==> src/rtl/mdu_iter.sv <==
// Iterative radix-2 multiply/divide unit: shift-add multiply, restoring divide,
// MADD/MSUB accumulate into {HI,LO}, start/ready handshake with annul.
module mdu_iter #(
    parameter int unsigned WIDTH = 32,
    localparam int unsigned CNT_W = $clog2(WIDTH + 1)
) (
    input  logic                 clk,
    input  logic                 rst,
    input  logic                 start_i,
    input  logic [2:0]           op_i,
    input  logic [WIDTH-1:0]     opdata1_i,
    input  logic [WIDTH-1:0]     opdata2_i,
    input  logic [2*WIDTH-1:0]   hilo_i,
    input  logic                 annul_i,
    output logic                 busy_o,
    output logic                 ready_o,
    output logic [2*WIDTH-1:0]   result_o,
    output logic                 div_zero_o
);

    localparam logic [2:0] S_IDLE = 3'd0;
    localparam logic [2:0] S_MUL  = 3'd1;
    localparam logic [2:0] S_DIV  = 3'd2;
    localparam logic [2:0] S_ACC  = 3'd3;
    localparam logic [2:0] S_DONE = 3'd4;

    logic [2:0]         state_q, state_d;
    logic [CNT_W-1:0]   cnt_q, cnt_d;
    logic [1:0]         op_q, op_d;       // {accumulate, subtract}
    logic [2*WIDTH-1:0] hilo_q, hilo_d;
    logic [WIDTH-1:0]   a_q, a_d;
    logic [WIDTH-1:0]   b_q, b_d;
    logic [2*WIDTH-1:0] acc_q, acc_d;     // mul: {partial, multiplier}; div: {rem, quo}
    logic               neg1_q, neg1_d;
    logic               neg2_q, neg2_d;
    logic [2*WIDTH-1:0] result_q, result_d;
    logic               dz_q, dz_d;

    logic               in_signed, in_div, in_neg1, in_neg2;
    logic [WIDTH-1:0]   in_mag1, in_mag2;
    logic               last_step;

    logic [WIDTH:0]     mul_sum;
    logic [2*WIDTH-1:0] mul_next, mul_fin;

    logic [WIDTH:0]     div_tmp;
    logic               div_ge;
    logic [WIDTH-1:0]   div_rem, div_quo, div_r_fin, div_q_fin;

    always_comb begin
        in_signed = ~op_i[0];
        in_div    = (op_i[2:1] == 2'b01);
        in_neg1   = in_signed & opdata1_i[WIDTH-1];
        in_neg2   = in_signed & opdata2_i[WIDTH-1];
        in_mag1   = in_neg1 ? -opdata1_i : opdata1_i;
        in_mag2   = in_neg2 ? -opdata2_i : opdata2_i;
        last_step = (cnt_q == CNT_W'(1));

        // Shift-add: the multiplier occupies the low half and is consumed LSB first.
        mul_sum  = {1'b0, acc_q[2*WIDTH-1:WIDTH]} + (acc_q[0] ? {1'b0, a_q} : '0);
        mul_next = {mul_sum, acc_q[WIDTH-1:1]};
        mul_fin  = (neg1_q ^ neg2_q) ? -mul_next : mul_next;

        div_tmp   = {acc_q[2*WIDTH-1:WIDTH], acc_q[WIDTH-1]};
        div_ge    = (div_tmp >= {1'b0, b_q});
        div_rem   = div_ge ? WIDTH'(div_tmp - {1'b0, b_q}) : div_tmp[WIDTH-1:0];
        div_quo   = {acc_q[WIDTH-2:0], div_ge};
        div_q_fin = (neg1_q ^ neg2_q) ? -div_quo : div_quo;
        div_r_fin = neg1_q ? -div_rem : div_rem;
    end

    always_comb begin
        state_d  = state_q;
        cnt_d    = cnt_q;
        op_d     = op_q;
        hilo_d   = hilo_q;
        a_d      = a_q;
        b_d      = b_q;
        acc_d    = acc_q;
        neg1_d   = neg1_q;
        neg2_d   = neg2_q;
        result_d = result_q;
        dz_d     = dz_q;

        case (state_q)
            S_IDLE: begin
                if (start_i && !annul_i) begin
                    op_d   = op_i[2:1];
                    hilo_d = hilo_i;
                    a_d    = in_mag1;
                    b_d    = in_mag2;
                    neg1_d = in_neg1;
                    neg2_d = in_neg2;
                    cnt_d  = CNT_W'(WIDTH);
                    if (in_div) begin
                        acc_d = {{WIDTH{1'b0}}, in_mag1};
                        if (opdata2_i == '0) begin
                            result_d = {opdata1_i, {WIDTH{1'b1}}};
                            dz_d     = 1'b1;
                            state_d  = S_DONE;
                        end else begin
                            state_d = S_DIV;
                        end
                    end else begin
                        acc_d   = {{WIDTH{1'b0}}, in_mag2};
                        state_d = S_MUL;
                    end
                end
            end
            S_MUL: begin
                acc_d = mul_next;
                cnt_d = cnt_q - CNT_W'(1);
                if (last_step) begin
                    acc_d = mul_fin;
                    if (op_q[1]) begin
                        state_d = S_ACC;
                    end else begin
                        result_d = mul_fin;
                        dz_d     = 1'b0;
                        state_d  = S_DONE;
                    end
                end
            end
            S_ACC: begin
                result_d = op_q[0] ? hilo_q - acc_q : hilo_q + acc_q;
                dz_d     = 1'b0;
                state_d  = S_DONE;
            end
            S_DIV: begin
                acc_d = {div_rem, div_quo};
                cnt_d = cnt_q - CNT_W'(1);
                if (last_step) begin
                    result_d = {div_r_fin, div_q_fin};
                    dz_d     = 1'b0;
                    state_d  = S_DONE;
                end
            end
            S_DONE:  state_d = S_IDLE;
            default: state_d = S_IDLE;
        endcase

        // Annul wins over any completion write in the same cycle.
        if (annul_i && state_q != S_IDLE) begin
            state_d  = S_IDLE;
            cnt_d    = '0;
            result_d = result_q;
            dz_d     = dz_q;
        end
    end

    always_ff @(posedge clk or negedge rst) begin
        if (!rst) begin
            state_q  <= S_IDLE;
            cnt_q    <= '0;
            op_q     <= '0;
            hilo_q   <= '0;
            a_q      <= '0;
            b_q      <= '0;
            acc_q    <= '0;
            neg1_q   <= 1'b0;
            neg2_q   <= 1'b0;
            result_q <= '0;
            dz_q     <= 1'b0;
        end else begin
            state_q  <= state_d;
            cnt_q    <= cnt_d;
            op_q     <= op_d;
            hilo_q   <= hilo_d;
            a_q      <= a_d;
            b_q      <= b_d;
            acc_q    <= acc_d;
            neg1_q   <= neg1_d;
            neg2_q   <= neg2_d;
            result_q <= result_d;
            dz_q     <= dz_d;
        end
    end

    assign busy_o     = (state_q != S_IDLE);
    assign ready_o    = (state_q == S_DONE) && !annul_i;
    assign result_o   = result_q;
    assign div_zero_o = dz_q;

endmodule

==> config.mk <==
export PLATFORM = sky130hd
export DESIGN_NAME = mdu_iter
export DESIGN_NICKNAME = d
export VERILOG_FILES = /design/src/rtl/mdu_iter.sv
export SDC_FILE = /design/constraint.sdc
export NUM_CORES = 1
export LEC_CHECK = 0
export BUFFER_PORTS_ARGS = -buffer_cell sky130_fd_sc_hd__buf_2
export CAP_MARGIN = 30
export CORE_ASPECT_RATIO = 1.4
export CORE_MARGIN = 10
export CORE_UTILIZATION = 56
export DETAILED_ROUTE_END_ITERATION = 8
export PLACE_DENSITY = 0.75
export SLEW_MARGIN = 20
export SYNTH_ARGS = -nofsm -noshare
export SYNTH_HDL_FRONTEND = slang
export SYNTH_SLANG_ARGS = --single-unit
==> constraint.sdc <==
create_clock -name clk -period 7.1 [get_ports clk]
set_clock_uncertainty 0.1 [all_clocks]
set_input_delay 1.065 -clock clk [delete_from_list [all_inputs] [get_ports clk]]
set_output_delay 1.065 -clock clk [all_outputs]
set_load 0.02 [all_outputs]
# Word level (Yosys, flattened, before mapping)
# Index checks and enable logic that the tools add are counted.
dict set report op_classes {
  mux 37
  eq_ne 15
  n_lt_le_gt_ge 1
  addsub 10
  n_reduce_logical 16
  bitwise_logic 5
}
# cell n
set ops {}
lappend ops {{64-bit 2-to-1 mux} 10}
lappend ops {{64-bit case mux with 4 select lines} 1}
lappend ops {{32-bit 2-to-1 mux} 7}
lappend ops {{64-bit case mux with 3 select lines} 1}
lappend ops {{32-bit negation} 4}
lappend ops {{64-bit adder} 1}
lappend ops {{64-bit negation} 1}
lappend ops {{64-bit subtractor} 1}
lappend ops {{32-bit by 32-bit adder with 33-bit output} 1}
lappend ops {{33-bit by 32-bit greater-or-equal comparator with 1-bit output} 1}
lappend ops {{32-bit logical NOT} 1}
lappend ops {{32-bit subtractor} 1}
lappend ops {{3-bit 2-to-1 mux} 7}
lappend ops {{6-bit 2-to-1 mux} 2}
lappend ops {{2-bit inequality test, second input constant} 6}
lappend ops {{3-bit case mux with 4 select lines} 1}
lappend ops {{6-bit case mux with 2 select lines} 1}
lappend ops {{3-bit inequality test, second input constant} 3}
lappend ops {{3-bit nonzero test} 3}
lappend ops {{8-bit AND reduction} 1}
lappend ops {{3-bit by 2-bit equality test with 1-bit output, second input constant} 2}
lappend ops {{6-bit by 1-bit equality test with 1-bit output, second input constant} 1}
lappend ops {{1-bit 2-to-1 mux} 6}
lappend ops {{2-bit AND reduction} 3}
lappend ops {{other kinds (14)} 18}
dict set report word_totals {
  ff_bits 270
  word_cells 95
}

# Depth between registers and ports, before layout
dict set report logic_depth {
  ltp_word 7
  ltp_mapped 25
  mapped_depth_nobuf 23
}

# Worst setup path after synthesis
# Ideal clock, no wire load.
dict set report synth_timing {
  kind {reg2reg}
  start {reg acc_q[2]}
  end {reg result_q[59] (netlist: result_o[59])}
  path_buffers 2
  stages_incl_launch_ff 23
  path_slack_ns 1.816
  period_less_slack_ns 5.284
  required_time_ns 6.918
  arrival_ns 5.102
  cell_sequence {dfrtp_1 > clkbuf_1 > inv_1 > ha_1 > nor3b_1 > nand3_1 > nor3_1 > nor3b_1 > a21oi_1 > xnor2_1 > ha_1 > nand2_1 > o21ai_0 > nor3_1 > or2_2 > a311oi_1 > or2_2 > clkbuf_1 > a21o_1 > o41ai_1 > mux2_2 > and4_1 > a31oi_1}
}
dict set report synth_between {
  elab_chain_len 5
  elab_cells_between_ends 8
}
# element line_no
set synth_rtl {}
lappend synth_rtl {{start: declaration} 33} ;# logic [2*WIDTH-1:0] acc_q, acc_d;
lappend synth_rtl {{start signal: assignment} 159} ;# acc_q <= '0;
lappend synth_rtl {{start signal: assignment} 171} ;# acc_q <= acc_d;
lappend synth_rtl {{64-bit negation} 62} ;# mul_fin = (neg1_q ^ neg2_q) ? -mul_next : mul_next;
lappend synth_rtl {{64-bit 2-to-1 mux} 62}
lappend synth_rtl {{64-bit 2-to-1 mux} 115} ;# if (op_q[1]) begin
lappend synth_rtl {{64-bit 2-to-1 mux} 113} ;# if (last_step) begin
lappend synth_rtl {{64-bit case mux with 4 select lines *} 85} ;# case (state_q)
lappend synth_rtl {{end signal: assignment} 174} ;# result_q <= result_d;
lappend synth_rtl {{end: declaration} 36} ;# logic [2*WIDTH-1:0] result_q, result_d;
# Every way passes the cells marked *; elsewhere a longest branch is shown, timed or not. The select of a mux whose other input is x is not followed.
# A chain may end at the register's enable or synchronous reset.

# Final worst setup path
dict set report layout_timing {
  start {reg acc_q[1]}
  end {reg result_q[61] (netlist: result_o[61])}
}
# The elaborated chain is that of the path after synthesis.

==> reports/metrics.csv <==
stage,metric,value,unit
outcome,status,finished clean,
yosys,Post-synth EDFFs,0,
die,core area,48890,um^2
place,Final HPWL DP,94810,um
cts,post-cts sizing count,0,
worst_setup_path,Critical Path Start,acc_q[1],
drt,Starting DRT DRC Count,3453,
drt,total wire length,123700,um
yosys,Yosys reg bits,270,
yosys,"Primary FF master, synth",dfrtp_1,
die,Die X,207.5,um
yosys,post-synthesis sequential area ratio,24.52,%
final_layout,FF+latch area,6758,um^2
cts,CTS Buf Count,31,
cts,hold buffer count at cts,0,
cts,Skew-Pair Late Insertion Delay,620,ps
final_layout,P&R area growth vs syn,9.059,%
drt,First-pass DRT Iterations,6,
final_layout,"commonest cells after routing, fill and taps aside","nand2_1, nor2_1, a21oi_1, o21ai_0, dfrtp_1",
yosys,Syn Area/Cell,7.584,um^2
grt,initial antenna violation count,8,
final_layout,"most common cell after layout, fill and taps aside",nand2_1,
die,Initial Utilization,56.36,%
drt,vias,29554,
final_layout,multi-input logic area,19500,um^2
grt,first-pass GRT wire length,181400,um
worst_setup_path,type of origin of the critical path,flop,
die,Die Ht,282.5,um
yosys,share of the synthesized area in the top cell type,24.52,%
yosys,cell taking the most area after synthesis,dfrtp_1,
sta,setup TNS,0,ps
yosys,Synth area leaders,"dfrtp_1, xnor2_1, ha_1, nand2_1, a21oi_1",
die,die area,58600,um^2
place,Final Wtd Congestion,1.077,
cts,CTS tree,done,
sta,Fin. Hold Viols,0,
grt,vias in the first global route,28719,
job,Max-Cap Viols,0,
yosys,mapped cell area,27550,um^2
sta,Fmax,153.1,MHz
grt,GR Overflow Total,0,
final_layout,Non-Filler Instances,4342,
yosys,Synth cell types,105,
place,buffers added on ports,201,
worst_setup_path,Crit. End Element,flop,
yosys,Async SR Flop Fraction,100.0,%
yosys,syn nets,3906,
sta,Worst-Margin Slew,1002,ps
grt,Tot GR Track Use,40.57,%
drt,WL/cell,28.50,um
die,Rows,96,
worst_setup_path,CP max FO,6,
drt,Final ANT Viol Nets,0,
worst_setup_path,CP Data Required Time,7470,ps
yosys,Syn Inst Count,3633,
sta,max-slew violations,0,
sta,min Tclk post-route,6532,ps
sta,Final setup viols,0,
cts,# clock sinks,270,
sta,Final Cycle Share,91.99,%
drt,detailed-route vias per instance,6.807,
final_layout,layout cells sized above 1,12.43,%
sta,relative slew slack,31.31,%
worst_setup_path,kind of critical path,reg -> reg,
yosys,Syn. warnings,0,
sta,RSZ-0062 raised after global routing,false,
cts,CTS Root Cell,clkbuf_16,
worst_setup_path,"Arr. time, crit path",6900,ps
worst_setup_path,R2R cell count,18,
cts,clk buf depth,3,
worst_hold_path,Hold Path Class,in -> async,
cts,"Setup Fix Bufs, Post-CTS",0,
die,Ports,202,
final_layout,Fillers,4603,
cts,htree depth,1,
worst_setup_path,worst reg2reg path startpoint,acc_q[1],
drt,drc violations,0,
cts,clock-pin transition on the worst setup and hold timing paths,60,ps
final_layout,nets,3953,
grt,largest net degree at the start of global routing,89,
worst_setup_path,"reg-to-reg slack, setup",570,ps
place,dpl cells,4277,
worst_setup_path,r2r endpoint,result_o[61],
==> metrics by stage <==
stage               utilization (%)  worst slack [ps]  hold slack (ps)  cell area (um^2)
CTS                           61.29             769.1            364.9             29960
detailed placement            59.07             787.7            362.4             28880
floorplan                         -              1816            342.4             27550
global placement              59.02             871.1            353.6             28850
finish                        61.47             568.4            334.1             30050
global route                  61.45             259.0            388.8             30040
==> worst max-delay path, stage by stage, from the launching register on <==
cell       delay [ps]
dfrtp_1           420
inv_1             190
ha_1              280
nor3b_1           550
nand3_1           440
nor4_1            880
a31oi_1           210
xnor2_1           170
ha_1              380
and3_1            210
a221o_1           340
a31oi_1           160
o21ai_0           140
or2_2             370
a211o_1           300
a2111oi_0         770
nor2_1            150
mux2i_1           200
a41oi_1           120
==> routing by layer <==
layer	track usage, %	vias up	routed length (um)
li1	-	13234	-
met1	42.73	13883	41750
met2	68.18	1819	57800
met3	7.455	612	10300
met4	37.82	6	13830
met5	0	-	47
==> cell usage after synthesis (17+ instances only) <==
| cell | number |
|---|---|
| nand2_1 | 438 |
| nor2_1 | 350 |
| a21oi_1 | 284 |
| o21ai_0 | 284 |
| dfrtp_1 | 270 |
| xnor2_1 | 242 |
| clkbuf_1 | 211 |
| ha_1 | 135 |
| xor2_1 | 133 |
| inv_1 | 100 |
| nor3_1 | 90 |
| a31oi_1 | 89 |
| mux2_2 | 76 |
| and2_1 | 71 |
| a21o_1 | 52 |
| nand3_1 | 52 |
| or3_1 | 43 |
| nand4_1 | 41 |
| nor4_1 | 40 |
| mux2i_1 | 39 |
| a221oi_1 | 36 |
| and3_1 | 32 |
| o211ai_1 | 30 |
| o221ai_1 | 28 |
| o31ai_1 | 25 |
| nand2b_1 | 24 |
| o21a_1 | 24 |
| a211oi_1 | 22 |
| o21bai_1 | 22 |
| a22oi_1 | 21 |
| buf_1 | 21 |
| nor2b_1 | 18 |
| or2_2 | 18 |
| a311oi_1 | 17 |
==> state kept, by name, indices dropped and copies added, names as in the netlist <==
register	count
hilo_q	64
div_zero_o	1
result_o	64
cnt_q	6
a_q	32
state_q	3
b_q	32
neg2_q	1
acc_q	64
op_q	2
neg1_q	1
==> worst max-delay path by stage <==
stage / slack [ps] / cells after the start / to
2_1_floorplan: 1820 / 22 / result_o[59]
3_3_place_gp: 870 / 18 / result_o[61]
3_5_place_dp: 790 / 18 / result_o[61]
4_1_cts: 770 / 18 / result_o[61]
5_1_grt: 260 / 21 / result_o[61]
6_report: 570 / 18 / result_o[61]
==> logic make-up (layout without fill, tap and decap cells) <==
| kind of cell | count (synthesis) | after routing | synth area share, % |
|---|---|---|---|
| compound gates | 1099 | 1099 | 25.78 |
| xor+xnor | 375 | 375 | 11.92 |
| fa+ha+maj | 138 | 138 | 6.348 |
| buf+inv | 353 | 422 | 4.973 |
| flops | 270 | 270 | 24.52 |
| mux | 115 | 115 | 4.523 |
| other cells | 0 | 3 | 0 |
| simple gates | 1283 | 1283 | 21.94 |
==> layout make-up <==
| type | instances | area share [%] |
|---|---|---|
| flip-flops and latches | 270 | 22.49 |
| multi-input cells | 3010 | 64.89 |
| inverters | 103 | 1.287 |
| diodes | 3 | 0.02498 |
| clock inverters | 15 | 0.7870 |
| repair buffers | 264 | 5.047 |
| well taps | 637 | 2.652 |
| clock buffers | 40 | 2.827 |
Power is left out: the tool's default activity adds up to more than one toggle a clock period on the data nets, which glitch-free logic cannot reach.
